[src/rtl/huffman_pkg.sv]
// Shared Huffman code table and FSM state type for the serial encoder/decoder pair.
package huffman_pkg;

  localparam int unsigned SYM_WIDTH    = 5;
  localparam int unsigned MAX_CODE_LEN = 6;

  typedef struct packed {
    logic [2:0] len;
    logic [5:0] code;
  } huff_code_t;

  typedef enum logic [0:0] {
    ST_IDLE  = 1'b0,
    ST_SHIFT = 1'b1
  } huff_state_t;

  // Codes are right-aligned in the code field; symbols 0..3 get {0,s[1:0]}, the rest {1,s[4:0]}.
  localparam huff_code_t HUFF_TABLE [32] = '{
    '{3'd3, 6'd0},  '{3'd3, 6'd1},  '{3'd3, 6'd2},  '{3'd3, 6'd3},
    '{3'd6, 6'd36}, '{3'd6, 6'd37}, '{3'd6, 6'd38}, '{3'd6, 6'd39},
    '{3'd6, 6'd40}, '{3'd6, 6'd41}, '{3'd6, 6'd42}, '{3'd6, 6'd43},
    '{3'd6, 6'd44}, '{3'd6, 6'd45}, '{3'd6, 6'd46}, '{3'd6, 6'd47},
    '{3'd6, 6'd48}, '{3'd6, 6'd49}, '{3'd6, 6'd50}, '{3'd6, 6'd51},
    '{3'd6, 6'd52}, '{3'd6, 6'd53}, '{3'd6, 6'd54}, '{3'd6, 6'd55},
    '{3'd6, 6'd56}, '{3'd6, 6'd57}, '{3'd6, 6'd58}, '{3'd6, 6'd59},
    '{3'd6, 6'd60}, '{3'd6, 6'd61}, '{3'd6, 6'd62}, '{3'd6, 6'd63}
  };

endpackage

[src/rtl/huffman_code_rom.sv]
// Combinational symbol -> {length, code} lookup into the shared Huffman table.
module huffman_code_rom
  import huffman_pkg::*;
(
  input  logic [SYM_WIDTH-1:0] symbol_i,
  output huff_code_t           entry_o
);

  assign entry_o = HUFF_TABLE[symbol_i];

endmodule

[src/rtl/huffman_encoder.sv]
// Serial Huffman encoder: symbol in over valid/ready, code out MSB-first one bit per beat.
// Optional bit counter port enabled by defining HUFFMAN_ENC_CNT_EN.
module huffman_encoder #(
  parameter int unsigned SYM_WIDTH  = 5,
  parameter int unsigned DATA_WIDTH = 8
`ifdef HUFFMAN_ENC_CNT_EN
  , parameter int unsigned CNT_WIDTH = 16
`endif
) (
  input  logic                 clk_i,
  input  logic                 rstn_i,
  input  logic [SYM_WIDTH-1:0] symbol_i,
  input  logic                 sym_valid_i,
  output logic                 sym_ready_o,
  output logic                 serial_o,
  output logic                 valid_o,
  input  logic                 ready_i
`ifdef HUFFMAN_ENC_CNT_EN
  , output logic [CNT_WIDTH-1:0] bit_count_o
`endif
);

  import huffman_pkg::*;

  huff_state_t           r_state;
  logic [DATA_WIDTH-1:0] r_shreg;
  logic [2:0]            r_bits_left;

  huff_code_t            w_entry;
  logic [DATA_WIDTH-1:0] w_aligned;
  logic                  w_fire;
  logic                  w_last;
  logic                  w_accept;

  huffman_code_rom u_rom (
    .symbol_i (symbol_i),
    .entry_o  (w_entry)
  );

  // Left-align the variable-length code so its MSB lands in r_shreg[DATA_WIDTH-1].
  assign w_aligned = DATA_WIDTH'(w_entry.code) << (DATA_WIDTH - 32'(w_entry.len));

  assign valid_o     = (r_state == ST_SHIFT);
  assign serial_o    = valid_o & r_shreg[DATA_WIDTH-1];
  assign w_fire      = valid_o & ready_i;
  assign w_last      = w_fire & (r_bits_left == 3'd1);
  // Accepting during the last bit (combinational on ready_i) removes the bubble between codes.
  assign sym_ready_o = (r_state == ST_IDLE) | w_last;
  assign w_accept    = sym_valid_i & sym_ready_o;

  always_ff @(posedge clk_i) begin
    if (!rstn_i) begin
      r_state     <= ST_IDLE;
      r_shreg     <= '0;
      r_bits_left <= '0;
    end else if (w_accept) begin
      r_state     <= ST_SHIFT;
      r_shreg     <= w_aligned;
      r_bits_left <= w_entry.len;
    end else if (w_fire) begin
      r_shreg     <= r_shreg << 1;
      r_bits_left <= r_bits_left - 3'd1;
      if (w_last) begin
        r_state <= ST_IDLE;
      end
    end
  end

`ifdef HUFFMAN_ENC_CNT_EN
  logic [CNT_WIDTH-1:0] r_bit_count;

  always_ff @(posedge clk_i) begin
    if (!rstn_i) begin
      r_bit_count <= '0;
    end else if (w_fire && (r_bit_count != '1)) begin
      r_bit_count <= r_bit_count + 1'b1;
    end
  end

  assign bit_count_o = r_bit_count;
`endif

endmodule
[config.mk]
export PLATFORM = sky130hd
export DESIGN_NAME = huffman_encoder
export DESIGN_NICKNAME = d
export VERILOG_FILES = /design/src/rtl/huffman_pkg.sv /design/src/rtl/huffman_code_rom.sv /design/src/rtl/huffman_encoder.sv
export SDC_FILE = /design/constraint.sdc
export NUM_CORES = 1
export LEC_CHECK = 0
export CORE_MARGIN = 4
export CORE_UTILIZATION = 35
export CTS_CLUSTER_SIZE = 16
export DETAILED_ROUTE_END_ITERATION = 7
export PLACE_DENSITY = 0.65
export SYNTH_ARGS = -nofsm -noshare
export SYNTH_HDL_FRONTEND = slang
export SYNTH_HIERARCHICAL = 1
export SYNTH_SLANG_ARGS = --single-unit
[constraint.sdc]
create_clock -name clk_i -period 7.6 [get_ports clk_i]
set_clock_uncertainty 0.1 [all_clocks]
set_input_delay 2.28 -clock clk_i [delete_from_list [all_inputs] [get_ports clk_i]]
set_output_delay 2.28 -clock clk_i [all_outputs]
set_load 0.01 [all_outputs]
* After elaboration in Yosys (flattened, before gate mapping)
Memories as Yosys holds them, arrays and structs flattened.
Cells that the tools add are included.
** Storage, ports and cells
- Memory bits (read-only) :: 288
- Register bits :: 12
- Output and inout bits :: 3
- Memories :: 1
** Memory list
- (no name shown) :: depth 32, bits a word 9, rd ports 1, clocked after memory_dff 0, write ports 0, RTL line huffman_code_rom.sv:9 : assign entry_o = HUFF_TABLE[symbol_i];
** Operators by class
- Shift operators :: 1
- Equal/unequal tests :: 1
- $lt $le $gt $ge :: 1
- Bitwise operators :: 7
- Muxes and demuxes :: 9
- Reduce and logical (&&, ||, !) cells :: 3
- $add $sub $neg :: 2
** Operators with widths (count)
- left shift 6 x 32 -> 8 bit :: 1
- 2-to-1 mux 9 bit :: 2
- 2-to-1 mux 8 bit :: 2
- greater-or-equal comparator 6 bit (second input constant) :: 1
- 2-to-1 mux 3 bit :: 2
- inverter 5 -> 6 bit :: 1
- subtractor 4 x 3 -> 5 bit (first input constant) :: 1
- bitwise AND 1 bit :: 4
- nonzero test 2 bit :: 2
- equality test 3 x 1 -> 1 bit (second input constant) :: 1
- 2-to-1 mux 1 bit :: 3
- subtractor 3 x 1 -> 3 bit (second input constant) :: 1
- AND reduction 2 bit :: 1
- inverter 1 bit :: 1
- bitwise OR 1 bit :: 1

* Logic depth before layout (Yosys ltp)
- Depth in word-level cells :: 7
- Gate-level depth with buffers :: 9
- Depth with buffers taken out :: 7

* Modules after synthesis
The synthesis kept the hierarchy.
** Modules (own cells, without submodules)
- huffman_encoder :: seq. area each 240.2 µm², times used 1, area an instance 794.5 µm², cells an instance 102
- huffman_code_rom :: seq. area each 0.0 µm², times used 1, area an instance 67.6 µm², cells an instance 10

* Least setup slack after synthesis
OpenSTA, ideal clock, no wires.
- Path kind :: input -> output
- Start :: input ready_i
- End :: output sym_ready_o
- Data required time :: 5220 ps
- Path slack :: 2756 ps
- Buffers on the path :: 0
- Arrival :: 2464 ps
- Cell stages on the path :: 2
- Cell sequence :: nand3b_1 > nand2_1
** On the way
- Longest elaborated chain between the ends :: 3
** RTL lines
- from (decl) :: RTL line huffman_encoder.sv:17 : input logic ready_i
- bitwise AND 1 bit :: RTL line huffman_encoder.sv:45 : assign w_fire = valid_o & ready_i;
- bitwise AND 1 bit :: RTL line huffman_encoder.sv:46 : assign w_last = w_fire & (r_bits_left == 3'd1);
- bitwise OR 1 bit :: RTL line huffman_encoder.sv:48 : assign sym_ready_o = (r_state == ST_IDLE) | w_last;
- to (decl) :: RTL line huffman_encoder.sv:14 : output logic sym_ready_o,
No other way between the ends.

* Final worst setup path
Same ends and word-level chain as after synthesis.

==> out/summary.log <==
INFO  clock_network  cts_post_setup_buffers_inserted=0
INFO  logic_synthesis synth-seq-cells=12
INFO  power_and_ir_drop power.share.sequential=43.6%
INFO  logic_synthesis netlist-cell-type-count=30
INFO  hold_path      timing.hold.worst_path_depth=2
INFO  floorplanning  pin_count=12
INFO  place          place_ws=1.68ns
INFO  logic_synthesis synthFlopType=sky130_fd_sc_hd__dfxtp_1
INFO  hold_path      hold_class=reg2reg
INFO  place          routabilityCongestion=0.792
INFO  clock_network  ctsHtreeMaxLevel=1
INFO  worst_setup_path worst_r2r_path_depth=6
INFO  logic_synthesis postSynthNetCount=124
INFO  drt            dr.first_iter.drc_count=12
INFO  logic_synthesis synth_top_cells_by_area=sky130_fd_sc_hd__dfxtp_1 (28%), sky130_fd_sc_hd__o21ai_0 (9.3%), sky130_fd_sc_hd__mux2i_1 (7.0%)
INFO  worst_setup_path reg2reg_setup_slack=5.85ns
INFO  logic_synthesis synth-async-reset-ratio=0%
INFO  floorplanning  die_height=57.6µm
INFO  drt            route.top_layer_used=met4
INFO  logic_synthesis syn_area=862µm²
INFO  global_route   grt_antenna_before_repair=0
INFO  final_layout   nFillCells=229
INFO  logic_synthesis synthCells=112
INFO  clock_network  cts_hold_repair.buffers=0
INFO  drt            wl_cell=11.4µm
INFO  floorplanning  chipWidth=57.6µm
INFO  logic_synthesis yosysTopAreaCell=sky130_fd_sc_hd__dfxtp_1
INFO  clock_network  clk-insertion-delay-late=0.27ns
INFO  global_route   first_pass_grt_wire_length=2920µm
INFO  drt            wl_on_met1=863µm
INFO  worst_setup_path timing.rr.end=r_shreg[3]
INFO  logic_synthesis synth_enable_flop_cells=0
INFO  hold_path      min_from=r_shreg[0]
INFO  logic_synthesis syn_area_per_cell=7.70µm²
INFO  worst_setup_path critPathArrivalTime=3.53ns
INFO  power_and_ir_drop power_frac_comb=25.5%
INFO  worst_setup_path critPathMaxStageDelay=0.53ns
INFO  power_and_ir_drop leakage=0.365nW
INFO  power_and_ir_drop total_switching_power=0.0474mW
INFO  clock_network  clock_path_buffers=2
INFO  clock_network  cts_tree=built
INFO  floorplanning  core_area=2280µm²
INFO  clock_network  cells_resized_by_post_cts_repair=0
INFO  clock_network  cts-root-buf=sky130_fd_sc_hd__clkbuf_4
INFO  final_layout   multi_input_comb_area=526µm²
INFO  drt            num_vias=783
INFO  sta            post-route-period-util=77.8%
INFO  global_route   grt_overflow=0
INFO  worst_setup_path crit_path_frequent_cell=sky130_fd_sc_hd__clkdlybuf4s50_1
INFO  sta            unrepaired_setup_endpoints_after_global_routing=no
INFO  final_layout   utilization=42.9%
INFO  sta            post-route-min-period=5.91ns
INFO  drt            detailroute.wirelength.met3=74µm
INFO  outcome        run_status=finished, final reports clean
INFO  sta            max_slew_headroom_at_the_worst_pin=62.8%
INFO  worst_setup_path r2r_start=r_bits_left[1]
INFO  job            maxCapViolCount=0
INFO  worst_setup_path path_max_fanout=4
INFO  worst_setup_path required=5.22ns
INFO  logic_synthesis top_cells_by_count_synth=sky130_fd_sc_hd__o21ai_0 (16), sky130_fd_sc_hd__dfxtp_1 (12), sky130_fd_sc_hd__a21oi_1 (10), sky130_fd_sc_hd__nor3_1 (9)
INFO  sta            setup_total_negative_slack=0ns
INFO  global_route   grtUsageTotal=10.9%
INFO  logic_synthesis post-synth-top-count-cell=sky130_fd_sc_hd__o21ai_0
INFO  clock_network  numClockSinks=12
INFO  worst_setup_path critPathSlowestCell=sky130_fd_sc_hd__clkdlybuf4s50_1
INFO  drt            amount_of_wire_on_met2_after_detailed_routing=691µm
INFO  final_layout   post_layout_nonfiller_instances=146
INFO  drt            final_antenna_net_count=0
INFO  final_layout   final_nets=131
INFO  worst_setup_path crit_chain=clkdlybuf4s50_1 > nand3b_1 > nand2_1 > clkdlybuf4s50_1
INFO  floorplanning  start_util=37.9%
INFO  sta            worst_pin_slew=0.555ns
INFO  global_route   number_of_global_route_vias_before_repair=688
INFO  drt            detailedRoute.firstPassIterationCount=4
INFO  place          placed_inst_area=941µm²
INFO  sta            timing.final.hold_violations=0
INFO  sta            setup_violations=0
INFO  place          post-place-cells=142
INFO  power_and_ir_drop p_int=0.116mW
INFO  final_layout   design_area=977µm²
INFO  floorplanning  floorplan.rows=17
INFO  sta            drv_slew=0
INFO  drt            avgViaCountPerCell=5.36
INFO  power_and_ir_drop clock_power_share=30.9%
INFO  final_layout   area_growth_syn_to_layout=13.4%
INFO  sta            fmax=169MHz
INFO  power_and_ir_drop pwr_density_cell=167nW/µm²
INFO  worst_setup_path crit_path_end_kind=output pin
INFO  logic_synthesis ys.warnings.count=6
INFO  sta            setup_ws=1.69ns
INFO  drt            detail_route.wirelength=1670µm
INFO  place          port_buffers=11
INFO  clock_network  tritoncts.num_buffers=3
INFO  power_and_ir_drop total_power=0.163mW
INFO  sta            fin_hold_ws=0.384ns
INFO  worst_setup_path setup.worst_path.class=in2out
INFO  worst_setup_path start_kind=input pin
INFO  power_and_ir_drop power.ir.vdd_worst=0.0640mV
INFO  floorplanning  die_area=3320µm²
INFO  final_layout   drive_above_1_share=5.93%
INFO  drt            drc=0
INFO  final_layout   flip_flop_and_latch_area=240µm²
INFO  hold_path      hold_ep=r_shreg[1]
INFO  clock_network  clkSlewWorstSetupHoldPaths=0.07ns
INFO  logic_synthesis synth-seq-area-share=27.9%
INFO  power_and_ir_drop switching_share=29.0%
INFO  global_route   grt_max_degree=12
INFO  final_layout   antenna-diode-count=0
INFO  place          place.detailed.hpwl=1290µm
INFO  logic_synthesis area_share_of_the_largest_cell_type_after_synthesis=27.9%
-- registers in the layout, summed over array words and instances (netlist names) --
| register | flops |
|---|---|
| valid_o | 1 |
| r_shreg | 8 |
| r_bits_left | 3 |
-- cell usage in the layout (no fill, tap or decap), types with 2 or more instances in the layout --
cell type	Yosys	final
sky130_fd_sc_hd__dfxtp_1	12	12
sky130_fd_sc_hd__nand3b_1	4	4
sky130_fd_sc_hd__o31ai_1	3	3
sky130_fd_sc_hd__a21oi_1	10	10
sky130_fd_sc_hd__nor3_1	9	9
sky130_fd_sc_hd__nor2_1	5	5
sky130_fd_sc_hd__nand2_1	7	7
sky130_fd_sc_hd__o211ai_1	2	2
sky130_fd_sc_hd__ha_1	3	3
sky130_fd_sc_hd__nand3_1	3	3
sky130_fd_sc_hd__mux2i_1	6	6
sky130_fd_sc_hd__clkbuf_4	0	3
sky130_fd_sc_hd__xnor2_1	2	2
sky130_fd_sc_hd__clkdlybuf4s50_1	0	11
sky130_fd_sc_hd__nand4_1	2	2
sky130_fd_sc_hd__o21ai_0	16	16
sky130_fd_sc_hd__inv_1	6	6
-- worst max path at each step --
stage / depth (start not counted) / startpoint / slack [ns] / endpoint
after global placement: 4 / ready_i / 1.74 / sym_ready_o
after global routing: 4 / ready_i / 1.60 / sym_ready_o
final: 4 / ready_i / 1.69 / sym_ready_o
after floorplan: 2 / ready_i / 2.76 / sym_ready_o
after CTS: 4 / ready_i / 1.68 / sym_ready_o
after detailed placement: 4 / ready_i / 1.68 / sym_ready_o
-- logic make-up (layout without fill, tap and decap cells) --
family | Yosys count | in the layout | share of synthesized area [%]
xor+xnor | 4 | 4 | 4.94
compound gates | 34 | 34 | 22.4
flops | 12 | 12 | 27.9
buf+inv | 16 | 22 | 11.2
mux | 6 | 6 | 6.97
simple gates | 36 | 36 | 21.9
fa+ha+maj | 3 | 3 | 4.35
other cells | 1 | 1 | 0.435
-- power by group through the flow --
| stage | Combinational (mW) | Sequential (mW) | Clock (mW) |
|---|---|---|---|
| after floorplan | 0.0317 | 0.0721 | 0 |
| after global placement | 0.0407 | 0.0724 | 0 |
| after detailed placement | 0.0414 | 0.0726 | 0 |
| after CTS | 0.0417 | 0.0711 | 0.0527 |
| after global routing | 0.0469 | 0.0720 | 0.0543 |
| final | 0.0416 | 0.0712 | 0.0505 |
-- per-layer routing --
metal	up-vias	track usage (%)
li1	412	-
met1	348	14.8
met2	18	16.3
met3	5	1.78
met4	0	5.96
met5	-	0
-- worst max-delay path: cells and delay by family --
family | cells | cell delay, ns
simple gates | 2 | 0.20
buf+inv | 2 | 1.05
-- layout make-up --
class | instances | area share, %
Inverter | 6 | 2.30
Timing Repair Buffer | 12 | 12.0
Sequential cell | 12 | 24.6
Clock buffer | 4 | 3.71
Multi-Input combinational cell | 84 | 53.8
Tap cell | 28 | 3.59
Power figures use the tool's default switching activity.
